`src/rtl/pipe_hazard_ctrl_if.sv`:
```
// Pipeline <-> hazard controller signal bundle.
// master: pipeline side (drives stage status, receives control).
// slave:  controller side.
// Optional PERF_CNT_EN adds the performance counter outputs.
interface pipe_hazard_ctrl_if
`ifdef PERF_CNT_EN
    #(parameter int unsigned CNT_W = 32)
`endif
    ;
    // Stage status
    logic [4:0] id_rs1;
    logic [4:0] id_rs2;
    logic       id_use_rs1;
    logic       id_use_rs2;
    logic       valid_id;
    logic       halt_id;
    logic [4:0] ex_rd;
    logic [4:0] mem_rd;
    logic [4:0] wb_rd;
    logic       ex_rwren;
    logic       mem_rwren;
    logic       wb_rwren;
    logic       valid_ex;
    logic       valid_mem;
    logic       valid_wb;
    logic       ex_pcsel;
    logic       halt_wb;
    logic       mem_wait;

    // Control
    logic       pc_wen;
    logic       if_id_wen;
    logic       id_ex_wen;
    logic       ex_mem_wen;
    logic       mem_wb_wen;
    logic       if_id_flush;
    logic       id_ex_flush;
    logic       fetch_halt;
    logic       halt;
    logic       timeout;

`ifdef PERF_CNT_EN
    logic [CNT_W-1:0] stall_cnt;
    logic [CNT_W-1:0] flush_cnt;
    logic [CNT_W-1:0] wait_cnt;

    modport master (
        output id_rs1, id_rs2, id_use_rs1, id_use_rs2, valid_id, halt_id,
               ex_rd, mem_rd, wb_rd, ex_rwren, mem_rwren, wb_rwren,
               valid_ex, valid_mem, valid_wb, ex_pcsel, halt_wb, mem_wait,
        input  pc_wen, if_id_wen, id_ex_wen, ex_mem_wen, mem_wb_wen,
               if_id_flush, id_ex_flush, fetch_halt, halt, timeout,
               stall_cnt, flush_cnt, wait_cnt
    );

    modport slave (
        input  id_rs1, id_rs2, id_use_rs1, id_use_rs2, valid_id, halt_id,
               ex_rd, mem_rd, wb_rd, ex_rwren, mem_rwren, wb_rwren,
               valid_ex, valid_mem, valid_wb, ex_pcsel, halt_wb, mem_wait,
        output pc_wen, if_id_wen, id_ex_wen, ex_mem_wen, mem_wb_wen,
               if_id_flush, id_ex_flush, fetch_halt, halt, timeout,
               stall_cnt, flush_cnt, wait_cnt
    );
`else
    modport master (
        output id_rs1, id_rs2, id_use_rs1, id_use_rs2, valid_id, halt_id,
               ex_rd, mem_rd, wb_rd, ex_rwren, mem_rwren, wb_rwren,
               valid_ex, valid_mem, valid_wb, ex_pcsel, halt_wb, mem_wait,
        input  pc_wen, if_id_wen, id_ex_wen, ex_mem_wen, mem_wb_wen,
               if_id_flush, id_ex_flush, fetch_halt, halt, timeout
    );

    modport slave (
        input  id_rs1, id_rs2, id_use_rs1, id_use_rs2, valid_id, halt_id,
               ex_rd, mem_rd, wb_rd, ex_rwren, mem_rwren, wb_rwren,
               valid_ex, valid_mem, valid_wb, ex_pcsel, halt_wb, mem_wait,
        output pc_wen, if_id_wen, id_ex_wen, ex_mem_wen, mem_wb_wen,
               if_id_flush, id_ex_flush, fetch_halt, halt, timeout
    );
`endif
endinterface

```
`src/rtl/pipe_hazard_ctrl.sv`:
```
// Central sequencing controller for the 5-stage pipeline.
// Resolves RAW stalls (no forwarding), EX redirects, data-memory waits with a
// watchdog, and the halt drain. All *_wen outputs are active-low.
// Optional feature macro: PERF_CNT_EN (stall/flush/wait performance counters).
module pipe_hazard_ctrl #(
    parameter int unsigned WAIT_TIMEOUT = 255,
    parameter int unsigned CNT_W        = 32
) (
    input logic               clk,
    input logic               rst,
    pipe_hazard_ctrl_if.slave bus
);

    // Elaboration-time parameter sanity check
    if (WAIT_TIMEOUT < 1 || WAIT_TIMEOUT > 65535 || CNT_W < 1) begin : g_param_check
        $error("pipe_hazard_ctrl: WAIT_TIMEOUT must be 1..65535 and CNT_W >= 1");
    end

    typedef enum logic [1:0] {
        StRun    = 2'd0,
        StDrain  = 2'd1,
        StHalted = 2'd2
    } state_e;

    localparam logic [15:0] WaitMax = 16'(WAIT_TIMEOUT);

    state_e      state_q, state_d;
    logic [15:0] wait_q, wait_d;
    logic        timeout_q, timeout_d;

    logic haz, redir;
    logic rs1_hit, rs2_hit;

    logic pc_wen, if_id_wen, id_ex_wen, ex_mem_wen, mem_wb_wen;
    logic if_id_flush, id_ex_flush, fetch_halt;

    // True when a valid, register-writing stage targets register r.
    function automatic logic writes_reg(input logic       vld,
                                        input logic       rwren,
                                        input logic [4:0] rd,
                                        input logic [4:0] r);
        return vld & ~rwren & (rd == r);
    endfunction

    assign rs1_hit = writes_reg(bus.valid_ex,  bus.ex_rwren,  bus.ex_rd,  bus.id_rs1) |
                     writes_reg(bus.valid_mem, bus.mem_rwren, bus.mem_rd, bus.id_rs1) |
                     writes_reg(bus.valid_wb,  bus.wb_rwren,  bus.wb_rd,  bus.id_rs1);
    assign rs2_hit = writes_reg(bus.valid_ex,  bus.ex_rwren,  bus.ex_rd,  bus.id_rs2) |
                     writes_reg(bus.valid_mem, bus.mem_rwren, bus.mem_rd, bus.id_rs2) |
                     writes_reg(bus.valid_wb,  bus.wb_rwren,  bus.wb_rd,  bus.id_rs2);

    // x0 is hardwired, so it never creates a dependency.
    assign haz = bus.valid_id &
                 ((bus.id_use_rs1 & (bus.id_rs1 != 5'd0) & rs1_hit) |
                  (bus.id_use_rs2 & (bus.id_rs2 != 5'd0) & rs2_hit));
    assign redir = bus.valid_ex & bus.ex_pcsel;

    // Next-state and control outputs: per-cycle priority, then state overlay
    always_comb begin
        state_d     = state_q;
        pc_wen      = 1'b0;
        if_id_wen   = 1'b0;
        id_ex_wen   = 1'b0;
        ex_mem_wen  = 1'b0;
        mem_wb_wen  = 1'b0;
        if_id_flush = 1'b0;
        id_ex_flush = 1'b0;
        fetch_halt  = 1'b0;

        if (bus.mem_wait) begin
            pc_wen     = 1'b1;
            if_id_wen  = 1'b1;
            id_ex_wen  = 1'b1;
            ex_mem_wen = 1'b1;
            mem_wb_wen = 1'b1;
        end else if (redir) begin
            if_id_flush = 1'b1;
            id_ex_flush = 1'b1;
        end else if (haz) begin
            pc_wen      = 1'b1;
            if_id_wen   = 1'b1;
            id_ex_flush = 1'b1;
        end

        unique case (state_q)
            StRun: begin
                // A halt held back by a hazard simply waits in ID.
                if (bus.valid_id & bus.halt_id & ~haz & ~redir & ~bus.mem_wait) begin
                    state_d = StDrain;
                end
            end
            StDrain: begin
                fetch_halt = 1'b1;
                // A live redirect still loads its target so the correct path resumes.
                if (bus.mem_wait || !redir) begin
                    pc_wen = 1'b1;
                end
                if (!bus.mem_wait) begin
                    if_id_flush = 1'b1;
                end
                if (!bus.mem_wait && redir) begin
                    state_d = StRun;
                end else if (!bus.mem_wait && bus.valid_wb && bus.halt_wb) begin
                    state_d = StHalted;
                end
            end
            StHalted: begin
                pc_wen      = 1'b1;
                if_id_wen   = 1'b1;
                id_ex_wen   = 1'b1;
                ex_mem_wen  = 1'b1;
                mem_wb_wen  = 1'b1;
                if_id_flush = 1'b0;
                id_ex_flush = 1'b0;
                fetch_halt  = 1'b1;
            end
            default: begin
                state_d = StRun;
            end
        endcase

        // Reset holds every register without waiting for a clock edge.
        if (!rst) begin
            pc_wen      = 1'b1;
            if_id_wen   = 1'b1;
            id_ex_wen   = 1'b1;
            ex_mem_wen  = 1'b1;
            mem_wb_wen  = 1'b1;
            if_id_flush = 1'b0;
            id_ex_flush = 1'b0;
            fetch_halt  = 1'b0;
        end
    end

    // Wait watchdog: saturating count of consecutive mem_wait cycles
    always_comb begin
        wait_d = 16'd0;
        if (bus.mem_wait) begin
            wait_d = (wait_q == WaitMax) ? wait_q : wait_q + 16'd1;
        end
        timeout_d = timeout_q | (bus.mem_wait & (wait_d == WaitMax));
    end

    // State, watchdog counter and sticky timeout registers
    always_ff @(posedge clk or negedge rst) begin
        if (!rst) begin
            state_q   <= StRun;
            wait_q    <= 16'd0;
            timeout_q <= 1'b0;
        end else begin
            state_q   <= state_d;
            wait_q    <= wait_d;
            timeout_q <= timeout_d;
        end
    end

    assign bus.pc_wen      = pc_wen;
    assign bus.if_id_wen   = if_id_wen;
    assign bus.id_ex_wen   = id_ex_wen;
    assign bus.ex_mem_wen  = ex_mem_wen;
    assign bus.mem_wb_wen  = mem_wb_wen;
    assign bus.if_id_flush = if_id_flush;
    assign bus.id_ex_flush = id_ex_flush;
    assign bus.fetch_halt  = fetch_halt;
    assign bus.halt        = (state_q == StHalted);
    assign bus.timeout     = timeout_q;

`ifdef PERF_CNT_EN
    logic [CNT_W-1:0] stall_cnt_q, flush_cnt_q, wait_cnt_q;
    logic             cnt_run;

    assign cnt_run = (state_q != StHalted);

    // Saturating performance counters, frozen once halted
    always_ff @(posedge clk or negedge rst) begin
        if (!rst) begin
            stall_cnt_q <= '0;
            flush_cnt_q <= '0;
            wait_cnt_q  <= '0;
        end else if (cnt_run) begin
            if (haz && !bus.mem_wait && stall_cnt_q != '1) begin
                stall_cnt_q <= stall_cnt_q + 1'b1;
            end
            if (redir && flush_cnt_q != '1) begin
                flush_cnt_q <= flush_cnt_q + 1'b1;
            end
            if (bus.mem_wait && wait_cnt_q != '1) begin
                wait_cnt_q <= wait_cnt_q + 1'b1;
            end
        end
    end

    assign bus.stall_cnt = stall_cnt_q;
    assign bus.flush_cnt = flush_cnt_q;
    assign bus.wait_cnt  = wait_cnt_q;
`endif

endmodule

```
`src/flat_wrapper.sv`:
```
// flat-port wrapper written by rule: the top's interface ports become plain ports
module pipe_hazard_ctrl_flat 
#(
    parameter int unsigned WAIT_TIMEOUT = 255,
    parameter int unsigned CNT_W        = 32
)
  (clk, rst, bus_id_rs1, bus_id_rs2, bus_id_use_rs1, bus_id_use_rs2, bus_valid_id, bus_halt_id, bus_ex_rd, bus_mem_rd, bus_wb_rd, bus_ex_rwren, bus_mem_rwren, bus_wb_rwren, bus_valid_ex, bus_valid_mem, bus_valid_wb, bus_ex_pcsel, bus_halt_wb, bus_mem_wait, bus_pc_wen, bus_if_id_wen, bus_id_ex_wen, bus_ex_mem_wen, bus_mem_wb_wen, bus_if_id_flush, bus_id_ex_flush, bus_fetch_halt, bus_halt, bus_timeout);
  pipe_hazard_ctrl_if bus_i ();
  input logic clk;
  input logic rst;
  input wire logic [$bits(bus_i.id_rs1)-1:0] bus_id_rs1;
  input wire logic [$bits(bus_i.id_rs2)-1:0] bus_id_rs2;
  input wire logic [$bits(bus_i.id_use_rs1)-1:0] bus_id_use_rs1;
  input wire logic [$bits(bus_i.id_use_rs2)-1:0] bus_id_use_rs2;
  input wire logic [$bits(bus_i.valid_id)-1:0] bus_valid_id;
  input wire logic [$bits(bus_i.halt_id)-1:0] bus_halt_id;
  input wire logic [$bits(bus_i.ex_rd)-1:0] bus_ex_rd;
  input wire logic [$bits(bus_i.mem_rd)-1:0] bus_mem_rd;
  input wire logic [$bits(bus_i.wb_rd)-1:0] bus_wb_rd;
  input wire logic [$bits(bus_i.ex_rwren)-1:0] bus_ex_rwren;
  input wire logic [$bits(bus_i.mem_rwren)-1:0] bus_mem_rwren;
  input wire logic [$bits(bus_i.wb_rwren)-1:0] bus_wb_rwren;
  input wire logic [$bits(bus_i.valid_ex)-1:0] bus_valid_ex;
  input wire logic [$bits(bus_i.valid_mem)-1:0] bus_valid_mem;
  input wire logic [$bits(bus_i.valid_wb)-1:0] bus_valid_wb;
  input wire logic [$bits(bus_i.ex_pcsel)-1:0] bus_ex_pcsel;
  input wire logic [$bits(bus_i.halt_wb)-1:0] bus_halt_wb;
  input wire logic [$bits(bus_i.mem_wait)-1:0] bus_mem_wait;
  output wire logic [$bits(bus_i.pc_wen)-1:0] bus_pc_wen;
  output wire logic [$bits(bus_i.if_id_wen)-1:0] bus_if_id_wen;
  output wire logic [$bits(bus_i.id_ex_wen)-1:0] bus_id_ex_wen;
  output wire logic [$bits(bus_i.ex_mem_wen)-1:0] bus_ex_mem_wen;
  output wire logic [$bits(bus_i.mem_wb_wen)-1:0] bus_mem_wb_wen;
  output wire logic [$bits(bus_i.if_id_flush)-1:0] bus_if_id_flush;
  output wire logic [$bits(bus_i.id_ex_flush)-1:0] bus_id_ex_flush;
  output wire logic [$bits(bus_i.fetch_halt)-1:0] bus_fetch_halt;
  output wire logic [$bits(bus_i.halt)-1:0] bus_halt;
  output wire logic [$bits(bus_i.timeout)-1:0] bus_timeout;
  assign bus_i.id_rs1 = bus_id_rs1;
  assign bus_i.id_rs2 = bus_id_rs2;
  assign bus_i.id_use_rs1 = bus_id_use_rs1;
  assign bus_i.id_use_rs2 = bus_id_use_rs2;
  assign bus_i.valid_id = bus_valid_id;
  assign bus_i.halt_id = bus_halt_id;
  assign bus_i.ex_rd = bus_ex_rd;
  assign bus_i.mem_rd = bus_mem_rd;
  assign bus_i.wb_rd = bus_wb_rd;
  assign bus_i.ex_rwren = bus_ex_rwren;
  assign bus_i.mem_rwren = bus_mem_rwren;
  assign bus_i.wb_rwren = bus_wb_rwren;
  assign bus_i.valid_ex = bus_valid_ex;
  assign bus_i.valid_mem = bus_valid_mem;
  assign bus_i.valid_wb = bus_valid_wb;
  assign bus_i.ex_pcsel = bus_ex_pcsel;
  assign bus_i.halt_wb = bus_halt_wb;
  assign bus_i.mem_wait = bus_mem_wait;
  assign bus_pc_wen = bus_i.pc_wen;
  assign bus_if_id_wen = bus_i.if_id_wen;
  assign bus_id_ex_wen = bus_i.id_ex_wen;
  assign bus_ex_mem_wen = bus_i.ex_mem_wen;
  assign bus_mem_wb_wen = bus_i.mem_wb_wen;
  assign bus_if_id_flush = bus_i.if_id_flush;
  assign bus_id_ex_flush = bus_i.id_ex_flush;
  assign bus_fetch_halt = bus_i.fetch_halt;
  assign bus_halt = bus_i.halt;
  assign bus_timeout = bus_i.timeout;
  pipe_hazard_ctrl #(.WAIT_TIMEOUT(WAIT_TIMEOUT), .CNT_W(CNT_W)) u_core (.clk(clk), .rst(rst), .bus(bus_i));
endmodule
```
`config.mk`:
```
export PLATFORM = sky130hd
export DESIGN_NAME = pipe_hazard_ctrl_flat
export DESIGN_NICKNAME = d
export VERILOG_FILES = /design/src/rtl/pipe_hazard_ctrl_if.sv /design/src/rtl/pipe_hazard_ctrl.sv /design/src/flat_wrapper.sv
export SDC_FILE = /design/constraint.sdc
export NUM_CORES = 1
export LEC_CHECK = 0
export CAP_MARGIN = 10
export CELL_PAD_IN_SITES_DETAIL_PLACEMENT = 1
export CELL_PAD_IN_SITES_GLOBAL_PLACEMENT = 2
export CORE_MARGIN = 2
export CORE_UTILIZATION = 30
export CTS_CLUSTER_DIAMETER = 60
export DETAILED_ROUTE_END_ITERATION = 7
export PLACE_DENSITY = 0.94
export SYNTH_ARGS = -nofsm -noshare
export SYNTH_HDL_FRONTEND = slang
export SYNTH_SLANG_ARGS = --single-unit
```
`constraint.sdc`:
```
create_clock -name clk -period 3.3 [get_ports clk]
set_input_delay 0.66 -clock clk [delete_from_list [all_inputs] [get_ports clk]]
set_output_delay 0.66 -clock clk [all_outputs]
set_load 0.01 [all_outputs]
```
==> flow_summary.toml <==
[critical_path]
path_delay_family = "buffers and inverters"
path_max_fanout = 3
cp_slowest_stage_delay_ns = 0.55
worst_setup_path_start_kind = "input port"
worstSetupPathType = "input port to output port"
crit_top_cell = "nand2b_1"
startpoint = "bus_id_rs1[1]"
worst-path-buf-inv = 2
cp-end-kind = "output port"
r2r-start = "u_core.wait_q[0]"
slowest_stage = "or4_1"
required_ns = 2.64
arrival_ns = 2.55
crit_path_cell_trace = "clkdlybuf4s50_1 > or4_1 > o211ai_1 > o22a_1 > nand2b_1 > nand2b_1 > dlygate4sd2_1"

[outcome]
outcome = "finished, final reports clean"

[logic_synthesis]
ys_async_sr_fraction_pct = 100
synthFlopType = "dfrtp_1"
synth_fa_ha_area_share_pct = 2.92
ys_ff_latch = 19
synth_top_area_share_pct = 27.7
netlist_top_cells_area = "dfrtp_1 28%, xnor2_1 18%, xor2_1 4.1%"
synth.distinct_cells = 46
synth_fp_nets = 236
synth_top_family_by_area = "simple AND/OR/NAND/NOR gates"
seq_area_frac_synth_pct = 27.7
synth-xor-area-share_pct = 22.0
synthSimpleGateAreaFrac_pct = 32.7
synth_compound_area_share_pct = 10.4
yosys.area.top_type = "dfrtp_1"
synthMuxAreaShare_pct = 0.584
yosys-top-cells-count = "35 x xnor2_1, 19 x dfrtp_1, 15 x nor2_1, 11 x nor3_1, 10 x and2_1"
yosysMostFrequentCell = "xnor2_1"
ys_warn_count = 0
avgSynthCellArea_um2 = 8.93
synth-edff-count = 0
syn_inst = 192
syn_area_mm2 = 0.00172

[drt]
dr_total_vias = 1633
drt_wl_total_mm = 4.81
drt_pass1_iterations = 4
via_per_inst = 5.06
drt.antenna.violating_nets = 0
first_iter_violations = 65
drc_errors = 0
wl_per_cell_um = 14.9

[floorplan]
initial_core_util_pct = 31.2
ios = 50
die_area_mm2 = 0.00634
fp.dieH_um = 79.6
coreArea_mm2 = 0.00551
die_x_um = 79.6
rows = 27

[clocking]
cts_setup_buffers = 0
h-tree-depth = 1
cts_sinks = 19
clk_path_buf_depth = 2
cts_made_buffers = 3
cts-root-buf = "clkbuf_8"
cts_tree = "yes"
clk_pin_slew_worst_paths_ns = 0.07
clk_latency_ns = 0.26

[final_layout]
nFillCells = 669
layout-drive-gt1-share_pct = 14.3
fin_nets = 296
area_growth_pct = 39.5
multi_input_area_mm2 = 0.00121
fin_area_mm2 = 0.00239
seq_area_um2 = 475
n_antenna_cell = 0
utilization_pct = 43.5

[timing]
max_slew.worst_pin.slew_ns = 0.403
period_minus_slack_ns = 3.21
finalSetupViolations = 0
finalHoldViolCount = 0
slew_viol_final = 0
fmax_ghz = 0.311
max-slew-margin-rel_pct = 72.9
finalCritPeriodShare_pct = 97.3
finalClockSkew_ns = 0.00197
rsz0062_at_grt = "no"

[power_and_ir_drop]
power_frac_comb_pct = 45.0
clkPwrFrac_pct = 21.1
ir_drop_v = 0.000150
swShare_pct = 33.2
cellLeakagePower_nw = 0.946
p_seq_share_pct = 33.9
p_int_mw = 0.515
netSwitchingPower_mw = 0.256
p_per_area_mw_per_mm2 = 322

[placed_design]
placed_area_mm2 = 0.00234
portBuffers = 49
dp_hpwl_mm = 3.98
routabilityCongestion = 0.901

[global_routing]
grt_overflow = 0
first_global_vias = 1799
grt_antenna_before_repair = 0
grt_max_degree = 22
track_usage_pct = 16.7
grt_pass1_wl_mm = 8.30

[hold_path]
hold_class = "flop to flop"
min-delay-start = "u_core.bus.timeout"

[job]
cap_viol_max_count = 0
-- per-stage QoR --
stage | total power, mW | hold WS, ns | cells | worst slack (ns) | setup TNS (ns)
final | 0.771 | 0.474 | 323 | 0.0896 | 0
after global routing | 0.828 | 0.516 | 323 | 0.0352 | 0
after CTS | 0.785 | 0.487 | 323 | 0.0175 | 0
after detailed placement | 0.626 | 0.474 | 319 | -0.419 | -1.00
after global placement | 0.615 | 0.465 | 319 | -0.399 | -0.947
after floorplan | 0.449 | 0.364 | 192 | 0.828 | 0
-- repair_timing --
action	CTS	global route
setup endpoints to repair	3	2
gates resized for setup	18	2
hold buffers	0	0
-- path summary, 6_finish.rpt --
check | cells after the start | endpoint | slack (ns)
worst max-delay path | 7 | bus_if_id_wen | 0.09
worst min-delay path | 1 | u_core.bus.timeout | 0.47
worst max register to register | 8 | u_core.bus.timeout | 1.29
worst min register to register | 1 | u_core.bus.timeout | 0.47
max in group asynchronous | 3 | u_core.wait_q[11] | 2.10
min in group asynchronous | 3 | u_core.bus.timeout | 0.99
-- layout make-up --
type | instances | share of cell area, %
Sequential cell | 19 | 19.9
Tap cell | 72 | 3.76
Clock inverter | 1 | 0.209
Inverter | 4 | 0.627
Clock buffer | 3 | 1.73
Timing Repair Buffer | 61 | 23.4
Multi-Input combinational cell | 163 | 50.4
-- cells by family after synthesis --
| logic type | count (synthesis) |
|---|---|
| flops | 19 |
| buf+inv | 10 |
| compound gates | 24 |
| mux | 1 |
| xor+xnor | 43 |
| simple gates | 91 |
| fa+ha+maj | 4 |
-- layout by cell type, fill, tap and decap left out, types with 4 or more instances in the layout --
| cell type | Yosys | final |
|---|---|---|
| nand2b_1 | 6 | 6 |
| nor2_1 | 15 | 15 |
| nand4_1 | 8 | 8 |
| a21oi_1 | 5 | 5 |
| nand3_1 | 8 | 8 |
| clkdlybuf4s50_1 | 0 | 36 |
| buf_4 | 3 | 12 |
| and2_1 | 10 | 10 |
| xor2_1 | 8 | 8 |
| dlygate4sd2_1 | 0 | 12 |
| dfrtp_1 | 19 | 19 |
| nor3_1 | 11 | 8 |
| nand2_1 | 8 | 8 |
| inv_1 | 4 | 4 |
| ha_1 | 4 | 4 |
| xnor2_1 | 35 | 33 |
-- flip-flops by register name (all words and copies together) (netlist names) --
register / cells
u_core.state_q: 2
u_core.wait_q: 16
u_core.bus.timeout: 1
-- layer usage --
| layer | GRT usage [%] | vias up | routed length, um |
|---|---|---|---|
| met1 | 20.8 | 766 | 2140 |
| met5 | 0 | - | 0 |
| li1 | - | 799 | - |
| met2 | 28.7 | 56 | 2280 |
| met4 | 6.21 | 0 | 155 |
| met3 | 2.71 | 12 | 239 |
-- power by group through the flow --
stage                     Sequential [mW]  Clock (mW)  Combinational (mW)
final                               0.261       0.162               0.347
after global routing                0.263       0.179               0.386
after CTS                           0.262       0.168               0.355
after detailed placement            0.266           0               0.360
after global placement              0.264           0               0.351
after floorplan                     0.261           0               0.188
Note: power is estimated with default switching activity, not from simulation.
